**src/rtl/i_cache_ctrl_if.sv**
```systemverilog
// Fetch-side and memory-side signal bundle for the direct-mapped instruction cache.
// slave = cache controller, master = fetch stage plus instruction memory.
//
// Handshakes:
// - Fetch side: READ_DATA is valid only on cycles where BUSYWAIT is low.
//   ADDRESS must stay stable while BUSYWAIT is high.
// - Memory side: MEM_READ high with a stable MEM_ADDRESS is a block request.
//   The block on MEM_READ_DATA is taken on the first cycle of the request
//   that has MEM_BUSYWAIT low.
interface i_cache_ctrl_if #(
   parameter int MEM_ADDR_W = 28
);
   logic [31:0]           ADDRESS;
   logic [31:0]           READ_DATA;
   logic                  BUSYWAIT;
   logic                  MEM_READ;
   logic [MEM_ADDR_W-1:0] MEM_ADDRESS;
   logic [127:0]          MEM_READ_DATA;
   logic                  MEM_BUSYWAIT;
   logic [1:0]            dbg_state;

   modport slave (
      input  ADDRESS, MEM_READ_DATA, MEM_BUSYWAIT,
      output READ_DATA, BUSYWAIT, MEM_READ, MEM_ADDRESS, dbg_state
   );

   modport master (
      output ADDRESS, MEM_READ_DATA, MEM_BUSYWAIT,
      input  READ_DATA, BUSYWAIT, MEM_READ, MEM_ADDRESS, dbg_state
   );
endinterface

```
**src/rtl/i_cache_ctrl.sv**
```systemverilog
// Direct-mapped read-only instruction cache controller: zero-latency hits and a block refill on a miss.
// Define I_CACHE_PERF_EN to add the HIT_COUNT / MISS_COUNT performance counters.
module i_cache_ctrl #(
   parameter int INDEX_BITS = 3,
   parameter int MEM_ADDR_W = 28
) (
   input  logic        CLK,
   input  logic        RESET,
   i_cache_ctrl_if.slave bus
`ifdef I_CACHE_PERF_EN
   ,
   output logic [31:0] HIT_COUNT,
   output logic [31:0] MISS_COUNT
`endif
);

   localparam int LINES = 1 << INDEX_BITS;
   localparam int TAG_W = 32 - 4 - INDEX_BITS;

   typedef enum logic [1:0] {
      IDLE   = 2'd0,
      MEM_RD = 2'd1,
      UPDATE = 2'd2
   } state_t;

   state_t                  state_q;
   logic [LINES-1:0]        valid_q;
   logic [TAG_W-1:0]        tag_q  [LINES];
   logic [127:0]            data_q [LINES];
   logic [INDEX_BITS-1:0]   fill_idx_q;
   logic [TAG_W-1:0]        fill_tag_q;
   logic [MEM_ADDR_W-1:0]   blk_addr_q;
   logic [127:0]            fill_data_q;
   logic                    mem_read_q;

   logic [INDEX_BITS-1:0]   idx;
   logic [TAG_W-1:0]        tag;
   logic [1:0]              offset;
   logic                    hit;
   logic                    addr_unused;

`ifdef I_CACHE_PERF_EN
   logic [31:0]             hit_cnt_q;
   logic [31:0]             miss_cnt_q;
   assign HIT_COUNT  = hit_cnt_q;
   assign MISS_COUNT = miss_cnt_q;
`endif

   assign idx         = bus.ADDRESS[4 +: INDEX_BITS];
   assign tag         = bus.ADDRESS[31 -: TAG_W];
   assign offset      = bus.ADDRESS[3:2];
   assign addr_unused = ^bus.ADDRESS[1:0];
   assign hit         = valid_q[idx] && (tag_q[idx] == tag);

   // Hits are served straight from the array in the same cycle; outside IDLE the word is don't-care.
   assign bus.BUSYWAIT    = (state_q == IDLE) ? ~hit : 1'b1;
   assign bus.READ_DATA   = data_q[idx][32*offset +: 32];
   assign bus.MEM_READ    = mem_read_q;
   assign bus.MEM_ADDRESS = blk_addr_q;
   assign bus.dbg_state   = state_q;

   always_ff @(posedge CLK or posedge RESET) begin
      if (RESET) begin
         state_q     <= IDLE;
         valid_q     <= '0;
         mem_read_q  <= 1'b0;
         fill_idx_q  <= '0;
         fill_tag_q  <= '0;
         blk_addr_q  <= '0;
         fill_data_q <= '0;
`ifdef I_CACHE_PERF_EN
         hit_cnt_q   <= '0;
         miss_cnt_q  <= '0;
`endif
      end else begin
         case (state_q)
            IDLE: begin
               if (hit) begin
`ifdef I_CACHE_PERF_EN
                  hit_cnt_q <= hit_cnt_q + 32'd1;
`endif
               end else begin
                  // Latch the line target so a wandering ADDRESS cannot redirect the fill.
                  state_q    <= MEM_RD;
                  mem_read_q <= 1'b1;
                  fill_idx_q <= idx;
                  fill_tag_q <= tag;
                  blk_addr_q <= bus.ADDRESS[31 -: MEM_ADDR_W];
`ifdef I_CACHE_PERF_EN
                  miss_cnt_q <= miss_cnt_q + 32'd1;
`endif
               end
            end
            MEM_RD: begin
               if (!bus.MEM_BUSYWAIT) begin
                  fill_data_q <= bus.MEM_READ_DATA;
                  mem_read_q  <= 1'b0;
                  state_q     <= UPDATE;
               end
            end
            UPDATE: begin
               valid_q[fill_idx_q] <= 1'b1;
               state_q             <= IDLE;
            end
            default: begin
               state_q    <= IDLE;
               mem_read_q <= 1'b0;
            end
         endcase
      end
   end

   // Data and tag storage carry no reset; the valid bits alone qualify them.
   always_ff @(posedge CLK) begin
      if (state_q == UPDATE) begin
         data_q[fill_idx_q] <= fill_data_q;
         tag_q[fill_idx_q]  <= fill_tag_q;
      end
   end

endmodule

```
**src/flat_wrapper.sv**
```systemverilog
// flat-port wrapper written by rule: the top's interface ports become plain ports
module i_cache_ctrl_flat 
#(
   parameter int INDEX_BITS = 3,
   parameter int MEM_ADDR_W = 28
)
  (CLK, RESET, bus_ADDRESS, bus_MEM_READ_DATA, bus_MEM_BUSYWAIT, bus_READ_DATA, bus_BUSYWAIT, bus_MEM_READ, bus_MEM_ADDRESS, bus_dbg_state);
  i_cache_ctrl_if #(.MEM_ADDR_W(MEM_ADDR_W)) bus_i ();
  input  logic CLK;
  input  logic RESET;
  input wire logic [$bits(bus_i.ADDRESS)-1:0] bus_ADDRESS;
  input wire logic [$bits(bus_i.MEM_READ_DATA)-1:0] bus_MEM_READ_DATA;
  input wire logic [$bits(bus_i.MEM_BUSYWAIT)-1:0] bus_MEM_BUSYWAIT;
  output wire logic [$bits(bus_i.READ_DATA)-1:0] bus_READ_DATA;
  output wire logic [$bits(bus_i.BUSYWAIT)-1:0] bus_BUSYWAIT;
  output wire logic [$bits(bus_i.MEM_READ)-1:0] bus_MEM_READ;
  output wire logic [$bits(bus_i.MEM_ADDRESS)-1:0] bus_MEM_ADDRESS;
  output wire logic [$bits(bus_i.dbg_state)-1:0] bus_dbg_state;
  assign bus_i.ADDRESS = bus_ADDRESS;
  assign bus_i.MEM_READ_DATA = bus_MEM_READ_DATA;
  assign bus_i.MEM_BUSYWAIT = bus_MEM_BUSYWAIT;
  assign bus_READ_DATA = bus_i.READ_DATA;
  assign bus_BUSYWAIT = bus_i.BUSYWAIT;
  assign bus_MEM_READ = bus_i.MEM_READ;
  assign bus_MEM_ADDRESS = bus_i.MEM_ADDRESS;
  assign bus_dbg_state = bus_i.dbg_state;
  i_cache_ctrl #(.INDEX_BITS(INDEX_BITS), .MEM_ADDR_W(MEM_ADDR_W)) u_core (.CLK(CLK), .RESET(RESET), .bus(bus_i));
endmodule
```
**config.mk**
```make
export PLATFORM = sky130hd
export DESIGN_NAME = i_cache_ctrl_flat
export DESIGN_NICKNAME = d
export VERILOG_FILES = /design/src/rtl/i_cache_ctrl_if.sv /design/src/rtl/i_cache_ctrl.sv /design/src/flat_wrapper.sv
export SDC_FILE = /design/constraint.sdc
export NUM_CORES = 1
export LEC_CHECK = 0
export BUFFER_PORTS_ARGS = -buffer_cell sky130_fd_sc_hd__buf_2
export CAP_MARGIN = 10
export CORE_ASPECT_RATIO = 0.7
export CORE_MARGIN = 2
export CORE_UTILIZATION = 60
export DETAILED_ROUTE_END_ITERATION = 10
export PLACE_DENSITY = 0.78
export SKIP_CTS_REPAIR_TIMING = 1
export SYNTH_ARGS = -nofsm -noshare
export SYNTH_HDL_FRONTEND = slang
export SYNTH_SLANG_ARGS = --single-unit
```
**constraint.sdc**
```tcl
create_clock -name CLK -period 21.9 [get_ports CLK]
set_input_delay 3.285 -clock CLK [delete_from_list [all_inputs] [get_ports CLK]]
set_output_delay 3.285 -clock CLK [all_outputs]
set_load 0.01 [all_outputs]
```
==> impl_metrics.json, run 1 <==
{
  "cp_max_fo": 73,
  "start_util_pct": 60.26,
  "wl_per_cell_um": 29.57,
  "synthCells": 2172,
  "drc": 0,
  "synth_top_cells_by_area": "edfxtp_1 70%, mux4_2 16%, dfrtp_1 7.9%, mux2_2 3.8%, mux2i_1 0.40%",
  "synthFlopType": "edfxtp_1",
  "wl_um": 109900,
  "yosysSeqAreaShare_pct": 77.48,
  "placementRows": 91,
  "synth_seq_cells": 1391,
  "cp.arrival_ps": 8230,
  "grt_max_degree": 134,
  "die_h_um": 252.3,
  "fp.coreArea_sq_mm": 0.08767,
  "synth_top_area_share_pct": 69.57,
  "cp_common_cell": "buf_4",
  "cp_slowest_cell": "buf_4",
  "synthToLayoutAreaGrowth_pct": 11.96,
  "dieArea_sq_mm": 0.09048,
  "htreeDepth": 3,
  "syn_avg_cell_area_sq_um": 24.32,
  "clk_transition_reported_paths_ps": 60,
  "fillers": 5240,
  "grt_remaining_overflow": 0,
  "leakagePower_nw": 19.45,
  "multiInputGateArea_sq_mm": 0.01140,
  "port_buffers": 224,
  "yosysTopAreaCell": "edfxtp_1",
  "yosys.cell_types.count": 38,
  "drt_iter0_drc": 2589,
  "cts_sinks": 1391,
  "finalHoldViolations": 0,
  "slew_headroom_pct": 21.57,
  "dp_hpwl_um": 56400,
  "ir_drop_v": 0.00008829,
  "hold_slack_ps": 471.8,
  "tightest_slew_ps": 1177,
  "layout_min_cycle_time_ps": 11520,
  "drtAntennaViolNets": 0,
  "cp-start-kind": "primary input",
  "setup_tns_ps": 0,
  "synthArstFlopShare_pct": 12.01,
  "cts.path.max_buffers": 3,
  "globalRouteTotalUtil_pct": 24.82,
  "maxCapViolations": 0,
  "final_area_sq_mm": 0.05915,
  "drive_gt1_share_pct": 40.00,
  "worstSetupEndpointType": "output port",
  "synth-edff-count": 1224,
  "setup-violations-final": 0,
  "place_area_sq_mm": 0.05526,
  "seqCellArea_sq_mm": 0.04093,
  "finalNetCount": 2608,
  "vias_per_cell": 6.362,
  "hp-class": "register to register",
  "slowest_delay_ps": 910,
  "syn_nets": 2335,
  "cts_tree": "yes",
  "dr.pass1.iters": 5,
  "synth_most_common_cell": "edfxtp_1",
  "yosys_warnings": 0,
  "fin_skew_ps": 20.24,
  "pwr_density_cell_mw_per_mm2": 102.7,
  "worst-setup-path-type": "primary input to output port",
  "required_ps": 18620,
  "worstPathCellList": "buf_8, buf_4, buf_4, buf_4, mux4_2, mux4_2, mux2_2, buf_2",
  "clock_latency_ps": 710,
  "vias": 23640,
  "io_pins": 227,
  "critical_path_buf_inv_count": 5,
  "cts-root-buf": "clkbuf_16",
  "run_status": "complete, no violations",
  "die_w_um": 358.7,
  "grt_pass1_vias": 24860,
  "rsz0062_at_grt": "no",
  "cts_buffers": 120,
  "fin_crit_sh_pct": 52.59,
  "synth_commonest_cells": "1,224 x edfxtp_1, 372 x mux4_2, 179 x mux2_2",
  "synth_area_sq_mm": 0.05283,
  "final_max_slew_viol_count": 0,
  "totalPowerFinal_mw": 6.077,
  "grt_pass1_wl_um": 162200,
  "place_congestion": 0.8348,
  "antenna_found_initial": 13,
  "max_freq_mhz": 86.83,
  "crit_family": "buffers and inverters"
}
-- final timing paths --
check | cells past startpoint | from | slack, ps | endpoint
min in group asynchronous | 2 | RESET | 2660 | u_core.fill_data_q[102]
worst min-delay path | 1 | u_core.valid_q[6] | 470 | u_core.valid_q[6]
worst max-delay path | 8 | bus_ADDRESS[4] | 10380 | bus_READ_DATA[19]
worst max register to register | 4 | u_core.bus.dbg_state[1] | 17930 | u_core.data_q[0][6]
max in group asynchronous | 3 | RESET | 17820 | u_core.fill_data_q[65]
worst min register to register | 1 | u_core.valid_q[6] | 470 | u_core.valid_q[6]
-- worst reg2reg max path: cells and delay by family (launching register included) --
kind,cells,cell delay (ps)
buf+inv,2,1770
simple gates,2,1200
flops,1,570
-- state kept, by name, indices dropped and copies added, names as in the netlist --
name and cells:
u_core.bus.MEM_ADDRESS 2, u_core.bus.MEM_READ 1, u_core.bus.dbg_state 2, u_core.data_q 1024, u_core.fill_data_q 128, u_core.fill_idx_q 2
u_core.fill_tag_q 24, u_core.tag_q 200, u_core.valid_q 8
-- power by group --
group,switching [mW],internal (mW),total (mW)
logic,0.231,0.233,0.464
registers,0.250,3.29,3.54
clock network,0.922,1.15,2.07
-- routing by layer --
layer / vias up / share of wire (%) / track usage, %
met3: 171 / 7.6 / 5.466
met4: 4 / 2.6 / 7.000
li1: 9766 / - / -
met1: 12720 / 39 / 34.01
met2: 984 / 51 / 40.94
met5: - / 0.025 / 0
-- logic make-up after synthesis --
kind of cell	synth area share (%)
AOI/OAI and AO/OA	0.1468
xor gates and xnor gates	0.3813
buffers and inverters	1.044
DFF	77.48
muxes	20.33
and+or+nand+nor	0.6205
-- area by class of cell --
cell class / count / area share, %
well taps: 1162 / 2.458
multi-input cells: 669 / 19.27
clock buffers: 180 / 5.851
clock inverters: 47 / 0.7002
diodes: 4 / 0.01692
repair buffers: 260 / 2.464
flip-flops and latches: 1391 / 69.21
inverters: 3 / 0.03173
-- cell usage in the layout (no fill, tap or decap), drive strengths merged, types with 6 or more instances in the layout --
cell	n
edfxtp	1224
mux4	372
buf	260
mux2	188
clkbuf	180
dfrtp	167
clkinv	34
mux2i	21
xor2	20
nand2	12
or2	8
inv	8
nand2b	6
-- through the flow --
step / std cells / util [%] / worst slack [ps]
floorplan: 2172 / - / 5342
global placement: 3485 / 63.04 / 10210
detailed placement: 3485 / 63.04 / 10130
CTS: 3712 / 67.46 / 10140
global route: 3716 / 67.47 / 9845
finish: 3716 / 67.47 / 10380
No activity file was read; power rests on OpenSTA's default activity.
==> run 2, diff against run 1 <==
- CORE_UTILIZATION: 60 -> 55
- PLACE_DENSITY: 0.78 -> 0.75
- clock period: 21.9 -> 10.55 ns (I/O delays scaled with it)
==> run 2 against run 1 <==
  * Sequential cell count unchanged
  * Sequential share of layout area decreased by 0.74 points
  * Largest cell class unchanged
  * Die area increased by 9.0%
  * Global-route usage decreased by 2.3 points
  * Power increased by 110%
==> impl_metrics.json, run 2 (synthesis gave the netlist of run 1 again) <==
{
  "vias_per_cell": 6.154,
  "ir_drop_v": 0.0001794,
  "drive_gt1_share_pct": 40.63,
  "wl_per_cell_um": 28.59,
  "drc": 0,
  "fin_crit_sh_pct": 64.36,
  "max_freq_mhz": 147.3,
  "fillers": 6277,
  "finalNetCount": 2611,
  "rsz0062_at_grt": "no",
  "reg.largest.list": "u_core.data_q x1024, u_core.tag_q x200, u_core.fill_data_q x128",
  "port_buffers": 224,
  "seq_power_share_pct": 56.5,
  "layout_min_cycle_time_ps": 6790,
  "cp_max_fo": 87,
  "final_max_slew_viol_count": 0,
  "start_util_pct": 55.28,
  "setup-violations-final": 0,
  "post-place-ws_ps": 3653,
  "cts-root-buf": "clkbuf_16",
  "cts_sinks": 1391,
  "grt_pass1_vias": 24830,
  "vias": 23550,
  "cts_buffers": 121,
  "die_h_um": 263.3,
  "finalHoldViolations": 0,
  "clkPwrFrac_pct": 36.1,
  "dieArea_sq_mm": 0.09859,
  "p_comb_share_pct": 7.4,
  "leakagePower_nw": 19.70,
  "tightest_slew_ps": 1097,
  "htreeDepth": 3,
  "wl_um": 109400,
  "drt_iter0_drc": 2628,
  "intPower_mw": 10.05,
  "grt_remaining_overflow": 0,
  "cp.arrival_ps": 5210,
  "die_w_um": 374.4,
  "layout_common_cells": "1,224 x edfxtp_1, 372 x mux4_2, 220 x buf_2",
  "setup_tns_ps": 0,
  "worst-setup-path-type": "primary input to output port",
  "p_sw_share_pct": 22.65,
  "slew_headroom_pct": 26.83,
  "pwr_density_cell_mw_per_mm2": 217.3,
  "final_common_cell": "edfxtp_1",
  "placementRows": 95,
  "fp.coreArea_sq_mm": 0.09557,
  "worstSetupEndpointType": "output port",
  "globalRouteTotalUtil_pct": 22.55,
  "hp-class": "register to register",
  "antenna_found_initial": 14,
  "grt_pass1_wl_um": 162900,
  "place_congestion": 0.7471,
  "fin_skew_ps": 30.97,
  "clk_transition_reported_paths_ps": 60,
  "dr.pass1.iters": 7,
  "maxCapViolations": 0,
  "fin_ws_ps": 3760,
  "largest_reg_flops": 1024,
  "cts.path.max_buffers": 3,
  "grt_max_degree": 153,
  "synthToLayoutAreaGrowth_pct": 13.17,
  "multiInputGateArea_sq_mm": 0.01143,
  "top_register": "u_core.data_q",
  "cts_tree": "yes",
  "dp_hpwl_um": 57690,
  "power_switching_mw": 2.943,
  "drtAntennaViolNets": 0,
  "cp-start-kind": "primary input",
  "run_status": "complete, no violations",
  "io_pins": 227,
  "clock_latency_ps": 730,
  "seqCellArea_sq_mm": 0.04093,
  "required_ps": 8970
}
[run 2: worst max-delay path: stages]
cell	delay, ps
buf_8	720
buf_4	900
mux4_2	610
mux2i_1	190
xor2_1	270
o2111ai_1	170
nor4_1	400
nand4_1	160
buf_2	170
[run 2: path summary, 6_finish.rpt]
check | start | endpoint | slack [ps] | depth (start not counted)
worst max-delay path | bus_ADDRESS[4] | bus_BUSYWAIT | 3760 | 9
worst min-delay path | u_core.valid_q[5] | u_core.valid_q[5] | 460 | 1
worst max register to register | u_core.bus.dbg_state[0] | u_core.data_q[5][2] | 6900 | 4
worst min register to register | u_core.valid_q[5] | u_core.valid_q[5] | 460 | 1
max in group asynchronous | RESET | u_core.fill_data_q[57] | 7630 | 4
min in group asynchronous | RESET | u_core.fill_tag_q[18] | 960 | 2
[run 2: metal layers]
layer	vias to the layer above	global-route usage (%)	share of wire (%)
li1	9786	-	-
met1	12730	31.38	40
met2	859	37.04	51
met3	156	4.651	7.0
met4	10	5.918	2.1
met5	-	0	0.059
[run 2: area by class of cell]
class | instances | area share [%]
repair buffers | 262 | 2.505
clock buffers | 162 | 5.642
well taps | 1261 | 2.639
clock inverters | 70 | 1.565
flip-flops and latches | 1391 | 68.46
diodes | 8 | 0.03348
inverters | 3 | 0.03139
multi-input cells | 669 | 19.12
[run 2: power groups by stage]
| stage | sequential (mW) | combinational, mW | clock [mW] |
|---|---|---|---|
| final | 7.34 | 0.961 | 4.69 |
| after global routing | 7.42 | 1.03 | 4.99 |
| after CTS | 7.33 | 0.979 | 4.78 |
| after detailed placement | 7.45 | 0.970 | 0 |
| after global placement | 7.36 | 0.951 | 0 |
| after floorplan | 7.30 | 0.651 | 0 |
[run 2: metrics by stage]
stage / util [%] / cell area (sq um) / total power [mW] / std cells / hold slack [ps]
finish: 62.56 / 59790 / 12.99 / 3826 / 464.5
global route: 62.56 / 59790 / 13.44 / 3825 / 474.4
CTS: 62.54 / 59770 / 13.10 / 3818 / 462.8
detailed placement: 58.03 / 55460 / 8.418 / 3586 / 447.7
global placement: 58.03 / 55460 / 8.311 / 3586 / 445.4
floorplan: - / 52860 / 7.951 / 2172 / 433.7
==> run 3, diff against run 2 <==
- CORE_UTILIZATION: 55 -> 60
- PLACE_DENSITY: 0.75 -> 0.78
- clock period: 10.55 -> 7 ns (I/O delays scaled with it)
==> run 3 against run 2 <==
  * Final cell count is 3.0% lower
  * Clock skew shrank 12 ps
  * Via count increased by 0.31%
  * Final area down 0.56%
  * First-iteration DRC count is 2.9% lower
  * Global-route usage increased by 1.8 points
  * Highest routed layer unchanged
==> impl_metrics.json, run 3 (synthesis gave the netlist of run 1 again) <==
{
  "worst-r2r-setup-slack_ps": 3450,
  "clk_transition_reported_paths_ps": 70,
  "max_freq_mhz": 195.1,
  "grt_remaining_overflow": 0,
  "cts_buffers": 120,
  "antenna_found_initial": 11,
  "maxCapViolations": 0,
  "wl_um": 108100,
  "setup-violations-final": 0,
  "final_common_cell": "edfxtp_1",
  "synthToLayoutAreaGrowth_pct": 12.53,
  "post-place-ws_ps": 1813,
  "vias": 23620,
  "finalNetCount": 2605,
  "drive_gt1_share_pct": 40.68,
  "worstSetupEndpointType": "output port",
  "cts-root-buf": "clkbuf_16",
  "reg2regPathDepth": 7,
  "hp-class": "register to register",
  "start_util_pct": 60.26,
  "final_max_slew_viol_count": 0,
  "layout_min_cycle_time_ps": 5125,
  "final_area_sq_mm": 0.05945,
  "layout_common_cells": "1,224 x edfxtp_1, 372 x mux4_2, 220 x buf_2",
  "cp.arrival_ps": 4080,
  "fin_skew_ps": 19.27,
  "die_h_um": 252.3,
  "rsz0062_at_grt": "no",
  "grt_pass1_vias": 24870,
  "totalPowerFinal_mw": 19.22,
  "rr_startpoint": "u_core.tag_q[3][13]",
  "vias_per_cell": 6.361,
  "place_congestion": 0.7926,
  "grt_max_degree": 130,
  "cts_sinks": 1391,
  "die_w_um": 358.7,
  "place_inst": 3482,
  "required_ps": 5950,
  "drtAntennaViolNets": 0,
  "htreeDepth": 3,
  "hp-start": "u_core.valid_q[0]",
  "wl_per_cell_um": 29.11,
  "cts.path.max_buffers": 3,
  "drt_iter0_drc": 2552,
  "placementRows": 91,
  "dp_hpwl_um": 54940,
  "leakagePower_nw": 19.58,
  "drc": 0,
  "cts_tree": "yes",
  "globalRouteTotalUtil_pct": 24.31,
  "min_to": "u_core.valid_q[0]",
  "r2r-end": "u_core.fill_tag_q[9]",
  "slew_headroom_pct": 24.45,
  "fin_ws_ps": 1875,
  "setup_tns_ps": 0,
  "dr.pass1.iters": 7,
  "cp-start-kind": "primary input",
  "ir_drop_v": 0.0002248,
  "fin_util_pct": 67.81,
  "io_pins": 227,
  "hold_slack_ps": 469.3,
  "worst-setup-path-type": "primary input to output port",
  "run_status": "complete, no violations",
  "largest_reg_flops": 1024,
  "tightest_slew_ps": 1130,
  "fin_crit_sh_pct": 73.22,
  "grt_pass1_wl_um": 160000,
  "place_area_sq_mm": 0.05540,
  "dieArea_sq_mm": 0.09048,
  "finalNonFillerCells": 3713,
  "reg.largest.list": "u_core.data_q x1024, u_core.tag_q x200, u_core.fill_data_q x128",
  "port_buffers": 224,
  "cp_max_fo": 79,
  "clock_latency_ps": 690,
  "top_register": "u_core.data_q",
  "finalHoldViolations": 0,
  "fp.coreArea_sq_mm": 0.08767,
  "pwr_density_cell_mw_per_mm2": 323.2,
  "whs_path_depth": 1
}
run 3: how the worst max path moves through the flow:
stage	startpoint	to	slack [ps]	cells after the start
CTS	bus_ADDRESS[4]	bus_READ_DATA[2]	1820	6
finish	bus_ADDRESS[4]	bus_READ_DATA[2]	1870	6
global placement	bus_ADDRESS[4]	bus_READ_DATA[2]	1840	6
global route	bus_ADDRESS[4]	bus_READ_DATA[2]	1680	6
floorplan	u_core.bus.dbg_state[1]	u_core.valid_q[1]	-1290	4
detailed placement	bus_ADDRESS[4]	bus_READ_DATA[2]	1810	6
run 3: where the power goes:
part | leakage [nW] | internal [mW] | total (mW) | switching, mW
Sequential | 13.0 | 10.3 | 11.1 | 0.784
Combinational | 4.62 | 0.732 | 1.45 | 0.718
Clock | 1.99 | 3.80 | 6.69 | 2.89
Total | 19.6 | 14.8 | 19.2 | 4.40
run 3: area by class of cell:
| cell class | instances | area [sq um] |
|---|---|---|
| repair buffers | 257 | 1560 |
| flip-flops and latches | 1391 | 40930 |
| inverters | 3 | 18.77 |
| fillers | 5224 | 28220 |
| diodes | 4 | 10.01 |
| clock inverters | 60 | 611.8 |
| clock buffers | 167 | 3431 |
| multi-input cells | 669 | 11430 |
| well taps | 1162 | 1454 |
run 3: routing by layer:
layer	wire length [um]	global-route usage [%]	vias to the layer above
li1	-	-	9768
met1	42930	34.26	12730
met2	55450	40.45	973
met3	7646	4.188	149
met4	2047	5.869	4
met5	23	0	-
run 3: critical path: stages:
cell	delay, ps
buf_8	640
buf_4	660
mux4_2	620
mux4_2	570
mux2_2	300
buf_2	140
